$ cat config.mk
export PLATFORM = sky130hd
export DESIGN_NAME = int_controller
export DESIGN_NICKNAME = d
export VERILOG_FILES = /design/src/rtl/int_controller.sv
export SDC_FILE = /design/constraint.sdc
export NUM_CORES = 1
export LEC_CHECK = 0
export ABC_AREA = 1
export BUFFER_PORTS_ARGS = -buffer_cell sky130_fd_sc_hd__buf_2
export CORE_UTILIZATION = 47
export DETAILED_ROUTE_END_ITERATION = 8
export HOLD_SLACK_MARGIN = 0.06
export PLACE_DENSITY = 0.69
export SLEW_MARGIN = 40
export SYNTH_ARGS = -nofsm -noshare
export SYNTH_HDL_FRONTEND = slang
export SYNTH_SLANG_ARGS = --single-unit
$ cat constraint.sdc
create_clock -name clk -period 1.3 [get_ports clk]
set_clock_uncertainty 0.05 [all_clocks]
set_input_delay 0.13 -clock clk [delete_from_list [all_inputs] [get_ports clk]]
set_output_delay 0.13 -clock clk [all_outputs]
set_load 0.01 [all_outputs]
$ cat src/rtl/int_controller.sv
// -----------------------------------------------------------------------------
// int_controller
//
// Edge-triggered interrupt controller with fixed priority. The lowest index
// has the highest priority. There is no preemption and no nesting.
//
// Each raw irq_in line passes through a SYNC_STAGES-deep synchroniser. A
// rising edge is detected against a registered copy of the synchronised
// value and latched into pending[]. A three-state FSM (IDLE / REQ / SERVICE)
// sequences one interrupt at a time:
//   IDLE    -> REQ     : the lowest enabled pending index is latched into int_id.
//   REQ     -> SERVICE : int_ack clears pending[int_id].
//   SERVICE -> IDLE    : reti returns the FSM to IDLE.
//
// Optional feature: define INT_MASK_EN to add a writable enable mask. This
// adds the ports mask_we, mask_d and mask_q. Masked channels still latch
// edges into pending[]; they are only excluded from selection. Without the
// macro, every channel is enabled.
//
// Ports:
//   clk      in   sole clock, rising edge
//   reset    in   asynchronous reset, active LOW
//   irq_in   in   [CHANNELS] raw asynchronous interrupt lines
//   int_req  out  request to the CPU; high only in REQ
//   int_id   out  [ID_W] index of the requested channel, zero-extended
//   int_ack  in   CPU pulse: vector taken (honoured only in REQ)
//   reti     in   CPU pulse: return from interrupt (honoured only in SERVICE)
//   pending  out  [CHANNELS] latched, unserviced edges
//   mask_we  in   mask write strobe                   (INT_MASK_EN only)
//   mask_d   in   [CHANNELS] new mask value           (INT_MASK_EN only)
//   mask_q   out  [CHANNELS] current mask, 1 = enabled (INT_MASK_EN only)
// -----------------------------------------------------------------------------
module int_controller #(
  parameter int CHANNELS    = 8,
  parameter int ID_W        = 8,
  parameter int SYNC_STAGES = 2
) (
  input  logic                clk,
  input  logic                reset,
  input  logic [CHANNELS-1:0] irq_in,
  output logic                int_req,
  output logic [ID_W-1:0]     int_id,
  input  logic                int_ack,
  input  logic                reti,
  output logic [CHANNELS-1:0] pending
`ifdef INT_MASK_EN
  ,
  input  logic                mask_we,
  input  logic [CHANNELS-1:0] mask_d,
  output logic [CHANNELS-1:0] mask_q
`endif
);

  typedef enum logic [1:0] {
    IDLE    = 2'd0,
    REQ     = 2'd1,
    SERVICE = 2'd2
  } state_t;

  state_t state_q, state_d;

  logic [CHANNELS-1:0] sync_q [SYNC_STAGES];
  logic [CHANNELS-1:0] prev_q;
  logic [CHANNELS-1:0] rise;
  logic [CHANNELS-1:0] enable;
  logic [CHANNELS-1:0] cand;
  logic [CHANNELS-1:0] clr_vec;
  logic [ID_W-1:0]     first_id;
  logic                any_req;
  logic                id_load;
  logic                ack_take;

  // ---------------------------------------------------------------------------
  // Synchroniser and edge detector. The synchroniser is a handful of flops,
  // not a memory. It is reset so that a line held high across reset release
  // is seen as exactly one fresh edge.
  // ---------------------------------------------------------------------------
  // NOTE: sequential state uses non-blocking (<=) so that every flop samples
  // the pre-edge value of its neighbour; blocking here would collapse the chain.
  always_ff @(posedge clk or negedge reset) begin
    if (!reset) begin
      for (int s = 0; s < SYNC_STAGES; s++) sync_q[s] <= '0;
      prev_q <= '0;
    end else begin
      sync_q[0] <= irq_in;
      for (int s = 1; s < SYNC_STAGES; s++) sync_q[s] <= sync_q[s-1];
      prev_q <= sync_q[SYNC_STAGES-1];
    end
  end

  assign rise = sync_q[SYNC_STAGES-1] & ~prev_q;

  // ---------------------------------------------------------------------------
  // Enable mask
  // ---------------------------------------------------------------------------
`ifdef INT_MASK_EN
  always_ff @(posedge clk or negedge reset) begin
    if (!reset)       mask_q <= '1;
    else if (mask_we) mask_q <= mask_d;
  end
  assign enable = mask_q;
`else
  assign enable = '1;
`endif

  // ---------------------------------------------------------------------------
  // Fixed-priority selection. The loop walks downward so that the lowest set
  // index is the last one assigned, and therefore the one that wins.
  // ---------------------------------------------------------------------------
  // NOTE: every variable written in always_comb gets a default first, so no
  // path leaves it unassigned and no latch is inferred.
  always_comb begin
    cand     = pending & enable;
    any_req  = |cand;
    first_id = '0;
    for (int i = CHANNELS - 1; i >= 0; i--) begin
      if (cand[i]) first_id = ID_W'(i);
    end
  end

  // ---------------------------------------------------------------------------
  // FSM: state register / next-state logic / output logic
  // ---------------------------------------------------------------------------
  always_ff @(posedge clk or negedge reset) begin
    if (!reset) state_q <= IDLE;
    else        state_q <= state_d;
  end

  always_comb begin
    state_d = state_q;
    unique case (state_q)
      IDLE:    if (any_req) state_d = REQ;
      REQ:     if (int_ack) state_d = SERVICE;
      SERVICE: if (reti)    state_d = IDLE;
      default:              state_d = IDLE;
    endcase
  end

  always_comb begin
    int_req  = (state_q == REQ);
    id_load  = (state_q == IDLE) && any_req;
    ack_take = (state_q == REQ) && int_ack;
  end

  // ---------------------------------------------------------------------------
  // Datapath: int_id and pending
  // ---------------------------------------------------------------------------
  // int_id changes only when a new request is issued. It therefore stays
  // stable through REQ and SERVICE, even if the channel is masked meanwhile.
  always_ff @(posedge clk or negedge reset) begin
    if (!reset)       int_id <= '0;
    else if (id_load) int_id <= first_id;
  end

  always_comb begin
    clr_vec = '0;
    for (int i = 0; i < CHANNELS; i++) begin
      clr_vec[i] = ack_take && (int_id == ID_W'(i));
    end
  end

  // The set term is OR-ed in after the clear, so a new edge that arrives on
  // the acknowledged channel in the same cycle is not lost.
  always_ff @(posedge clk or negedge reset) begin
    if (!reset) pending <= '0;
    else        pending <= (pending & ~clr_vec) | rise;
  end

endmodule

Yosys cells after proc, flatten, opt, wreduce, memory -nomap -nowiden:

Index checks and enable logic that the tools add are counted.

* flip-flop bits (word level): 42
* bits in latches: 0
* bits in writable memories: 0
* memory bits (read-only): 0
* bits of input ports: 12
* output and inout bits: 17
* word-level logic and storage cells: 49
* memories kept: 0

* add/subtract/negate cells: 0
* multiply operators: 0
* divide/modulo/power cells: 0
* order comparisons: 0
* eq/ne operators: 12
* shifts and indexed selects: 0
* muxes and demuxes: 12
* bitwise gates (word level): 5
* reductions and logical operators: 14

Operators by type and width (count)
* 8-bit 2-to-1 mux: 7
* 8-bit by 3-bit == test with 1-bit output (second input constant): 4
* 8-bit AND: 2
* 8-bit by 2-bit == test with 1-bit output (second input constant): 2
* 8-bit inverter: 2
* 1-bit logical AND: 10
* 8-bit by 1-bit == test with 1-bit output (second input constant): 1
* 8-bit zero test: 1
* 8-bit bitwise OR: 1
* 8-bit OR reduction: 1
* 2-bit 2-to-1 mux: 3
* 2-bit one-hot mux with 3 select lines: 1
* 2-bit inequality test (second input constant): 2
* 3-bit 2-to-1 mux: 1
* 3-bit AND reduction: 1
* 2-bit by 1-bit == test with 1-bit output (second input constant): 1
* 2-bit == test (second input constant): 1
* 2-bit zero test: 1
* 2-bit by 1-bit inequality test with 1-bit output (second input constant): 1

Longest topological paths before layout:

* word-level depth: 8
* gate-level depth with buffers: 9

Least setup slack after synthesis:

Ideal clock, no wire load.

* path type: register to register
* from: register pending[3]
* to: register int_id[1]
* setup time: 0.121 ns
* data arrival time: 0.910 ns
* required time: 1.129 ns
* path slack: 0.219 ns
* stages on the path, launching flop included: 7
* buffers on the path: 0
* cell sequence: dfrtp_1 nor2_1 nand2_1 nand2_1 nand2_1 nand3_1 o21ai_1

* cells in the longest elaborated chain, start to end: 4
* elaborated cells on any way between the ends: 6
* those cells by class: mux (4); reduce/logical (2)

Ends and longest elaborated chain
* from (decl): line 45 `output logic [CHANNELS-1:0] pending`
* from (signal assigned): line 166 `else pending <= (pending & ~clr_vec) | rise;`
* 8-bit 2-to-1 mux (4 in series): line 117 `if (cand[i]) first_id = ID_W'(i);`
* to (signal assigned): line 152 `else if (id_load) int_id <= first_id;`
* to (decl): line 42 `output logic [ID_W-1:0] int_id,`

Parallel ways exist; a longest one is shown, timed or not.
A chain may end at the register's enable or synchronous reset.

Worst setup path in the final report:

* from: register state_q[0]
* to: output int_req

* cells in the longest elaborated chain, start to end: 1

Ends and longest elaborated chain
* from (decl): line 60 `state_t state_q, state_d;`
* from (signal assigned): line 126 `else state_q <= state_d;`
* 2-bit by 1-bit == test with 1-bit output: line 140 `int_req = (state_q == REQ);`
* to (decl): line 41 `output logic int_req,`

No other way between the ends.

==> summary.md <==
| Metric | Value |
|---|---|
| Outcome | `complete, no violations` |
| Global-route wire length before repair | `between 3 and 4 mm` |
| Initial detailed-routing violation count | `4` |
| CP bufs+invs | `2` |
| Capturing point of the worst reg2reg path | `int_id[0]$_DFFE_PN0P_` |
| Final min period | `around 1.2 ns` |
| Pins Over Slew Limit | `0` |
| Hold depth | `3` |
| Remaining global-route overflow | `0` |
| Ys async rst share | `1.000` |
| # clock sinks | `37` |
| P_leak | `0.8046 nW` |
| Vias per Instance | `between 4 and 5` |
| Drt drc | `0` |
| Most common cell in the synthesized netlist | `dfrtp_1` |
| Synth area leader | `dfrtp_1` |
| Total number of vias | `about 860` |
| Post-DP HPWL | `between 1 and 1.5 mm` |
| PwrDens | `1661 mW/mm²` |
| Synth unique cells | `15` |
| Tot Pwr | `~0.0027 W` |
| Post-synth EDFFs | `0` |
| Total Wirelength | `a little under 2 mm` |
| Vias in the first global route | `727` |
| Nets@finish | `170` |
| Reg2reg path depth | `6` |
| Slowest cell on crit path | `dfrtp_1` |
| Worst EP required | `about 1.1 ns` |
| Antenna Nets Post-Route | `0` |
| CP Capture Type | `output pin` |
| Area Overhead vs Synth | `23.79%` |
| Drt wl/cell | `around 10 µm` |
| Core area | `~0.0025 mm²` |
| DP Area | `about 0.0014 mm²` |
| Synth top area cells | `dfrtp_1, inv_1, nand2_1, o21ai_0, buf_4` |
| FP Rows | `18` |
| Top cell type's share of synthesized area | `0.7157` |
| Initial Util | `0.5084` |
| Post-layout util | `0.6293` |
| Hold Fails Final Rpt | `0` |
| Setup Crit Path Kind | `flip-flop to output pin` |
| Final instance area | `0.001602 mm²` |
| Yosys warns | `0` |
| Crit start category | `flip-flop` |
| Hold Crit Start | `reti` |
| Antenna fix cells | `0` |
| Post-synthesis register bit count | `37` |
| Commonest cells in the netlist | `dfrtp_1, inv_1, nand2_1, o21ai_0, o21ai_1` |
| Max-cap viol count | `0` |
| DIE AREA | `about 0.003 mm²` |
| Largest net degree at the start of global routing | `38` |
| VDD IR max | `about 1.2 mV` |
| Worst skew pair latency | `approximately 0.33 ns` |
| Hold Crit Class | `input port to flip-flop` |
| Worst hold slack | `around 0.16 ns` |
| Fmax | `a little over 800 MHz` |
| Post-route setup TNS | `0 ns` |
| Final period utilization | `0.9541` |
| Hold path endpoint | `state_q[1]$_DFFE_PN0P_` |
| Dominant synthesized flop cell | `dfrtp_1` |
| Die Wd | `about 54 µm` |
| Mapped Cells | `117` |
| Worst Path Arrival | `between 1 and 1.5 ns` |
| Fraction of layout cells with a size suffix above 1 | `0.2532` |
| I/O pin count | `29` |
| Clock root buffer | `clkbuf_4` |
| Syn avg cell area | `11.06 µm²` |
| Initial antenna violation count | `0` |
| Sequential cell area fraction in the yosys report | `0.7157` |
| Total GRT Usage | `0.1554` |
| 1st-pass router iterations | `4` |
| Crit-path cells | `nand2_2 > inv_1 > buf_2` |
| H-tree levels | `2` |
| Buffer depth of the longest clock path | `2` |
| Worst r2r src | `state_q[1]$_DFFE_PN0P_` |
| Setup Viol. Count Final | `0` |
| Die Y-Extent | `between 50 and 60 µm` |
| CTS Buf Count | `5` |
| Crit-path leading delay family | `flip-flops` |
| PortBufs | `23` |
| CP max stage delay | `roughly 0.43 ns` |
| Unrepaired setup endpoints after global routing | `true` |
| TritonCTS clock tree | `done` |
| Synth Cell Area | `between 0.001 and 0.0015 mm²` |
| Routability cong. | `roughly 0.86` |
| Worst-path fanout max | `3` |
| Worst reg-to-reg setup slack | `approximately 0.09 ns` |
| Reg clk slew, reported paths | `~0.10 ns` |
==> tightest hold or removal path, stage by stage <==
cell and delay, ns:
buf_2 0.07, nor3_1 0.04, or2_2 0.26
==> report_power, final <==
group          total (W)  switching (W)  internal [W]
Combinational   0.000656       0.000393      0.000263
Sequential       0.00142       0.000118       0.00130
Clock           0.000588       0.000333      0.000255
Total            0.00266       0.000844       0.00182
==> state kept, by name, summed over array words and instances, names as in the netlist <==
register	cells
int_id	3
pending	8
prev_q	8
state_q	2
sync_q	16
==> how the worst max path moves through the flow <==
stage	cells past startpoint	slack, ns	to	startpoint
finish	3	0.06	int_req	state_q[0]$_DFFE_PN0P_
global route	3	-0.008	int_req	state_q[0]$_DFFE_PN0P_
CTS	4	0.05	int_req	state_q[1]$_DFFE_PN0P_
detailed placement	6	0.13	pending[5]$_DFF_PN0_	state_q[1]$_DFFE_PN0P_
global placement	6	0.17	pending[4]$_DFF_PN0_	state_q[1]$_DFFE_PN0P_
floorplan	6	0.22	int_id[1]$_DFFE_PN0P_	pending[3]$_DFF_PN0_
==> layout make-up <==
type / instances / area (µm²)
fillers: 208 / 943.4
inverters: 21 / 78.83
well taps: 30 / 37.54
multi-input cells: 58 / 274.0
clock buffers: 7 / 55.05
flip-flops and latches: 37 / 925.9
repair buffers: 35 / 230.2
==> cell usage in the layout (no fill, tap or decap) <==
master and count:
o21ai_1 7, inv_2 1, nor2_4 1, inv_1 20, o21ai_0 11, or2_2 1
o211ai_1 1, nand2_1 18, buf_4 2, clkbuf_8 1, clkbuf_4 5, conb_1 5
nor3_1 1, clkbuf_1 1, nor2_2 1, nand2_2 5, dfrtp_1 37, nand3_1 2
buf_2 23, dlygate4sd3_1 10, a21oi_1 1, nor2_1 4
==> what timing repair did <==
action | in CTS | in global routing
hold endpoints to repair | 46 | 0
endpoints found under the setup margin | 0 | 2
resized for setup | 0 | 4
hold buffers | 10 | 0
setup buffers | 0 | 1
==> through the flow <==
| step | instances | setup slack, ns |
|---|---|---|
| finish | 188 | 0.05965 |
| global route | 188 | -0.008315 |
| CTS | 187 | 0.04842 |
| detailed placement | 170 | 0.1284 |
| global placement | 170 | 0.1655 |
| floorplan | 121 | 0.2189 |
==> routing by layer <==
| metal | part of all wire | GRT usage | up-vias |
|---|---|---|---|
| met5 | 0 | 0 | - |
| met4 | 0.0066 | 0.06838 | 0 |
| met3 | 0.049 | 0.07500 | 3 |
| met2 | 0.48 | 0.2358 | 29 |
| met1 | 0.46 | 0.1874 | 396 |
| li1 | - | - | 428 |
==> logic make-up after synthesis <==
kind of cell | after synthesis | synth area share
buf+inv | 26 | 0.08995
simple gates | 33 | 0.1122
compound gates | 20 | 0.07930
other cells | 1 | 0.002899
flops | 37 | 0.7157
No activity file was read; power rests on OpenSTA's default activity.
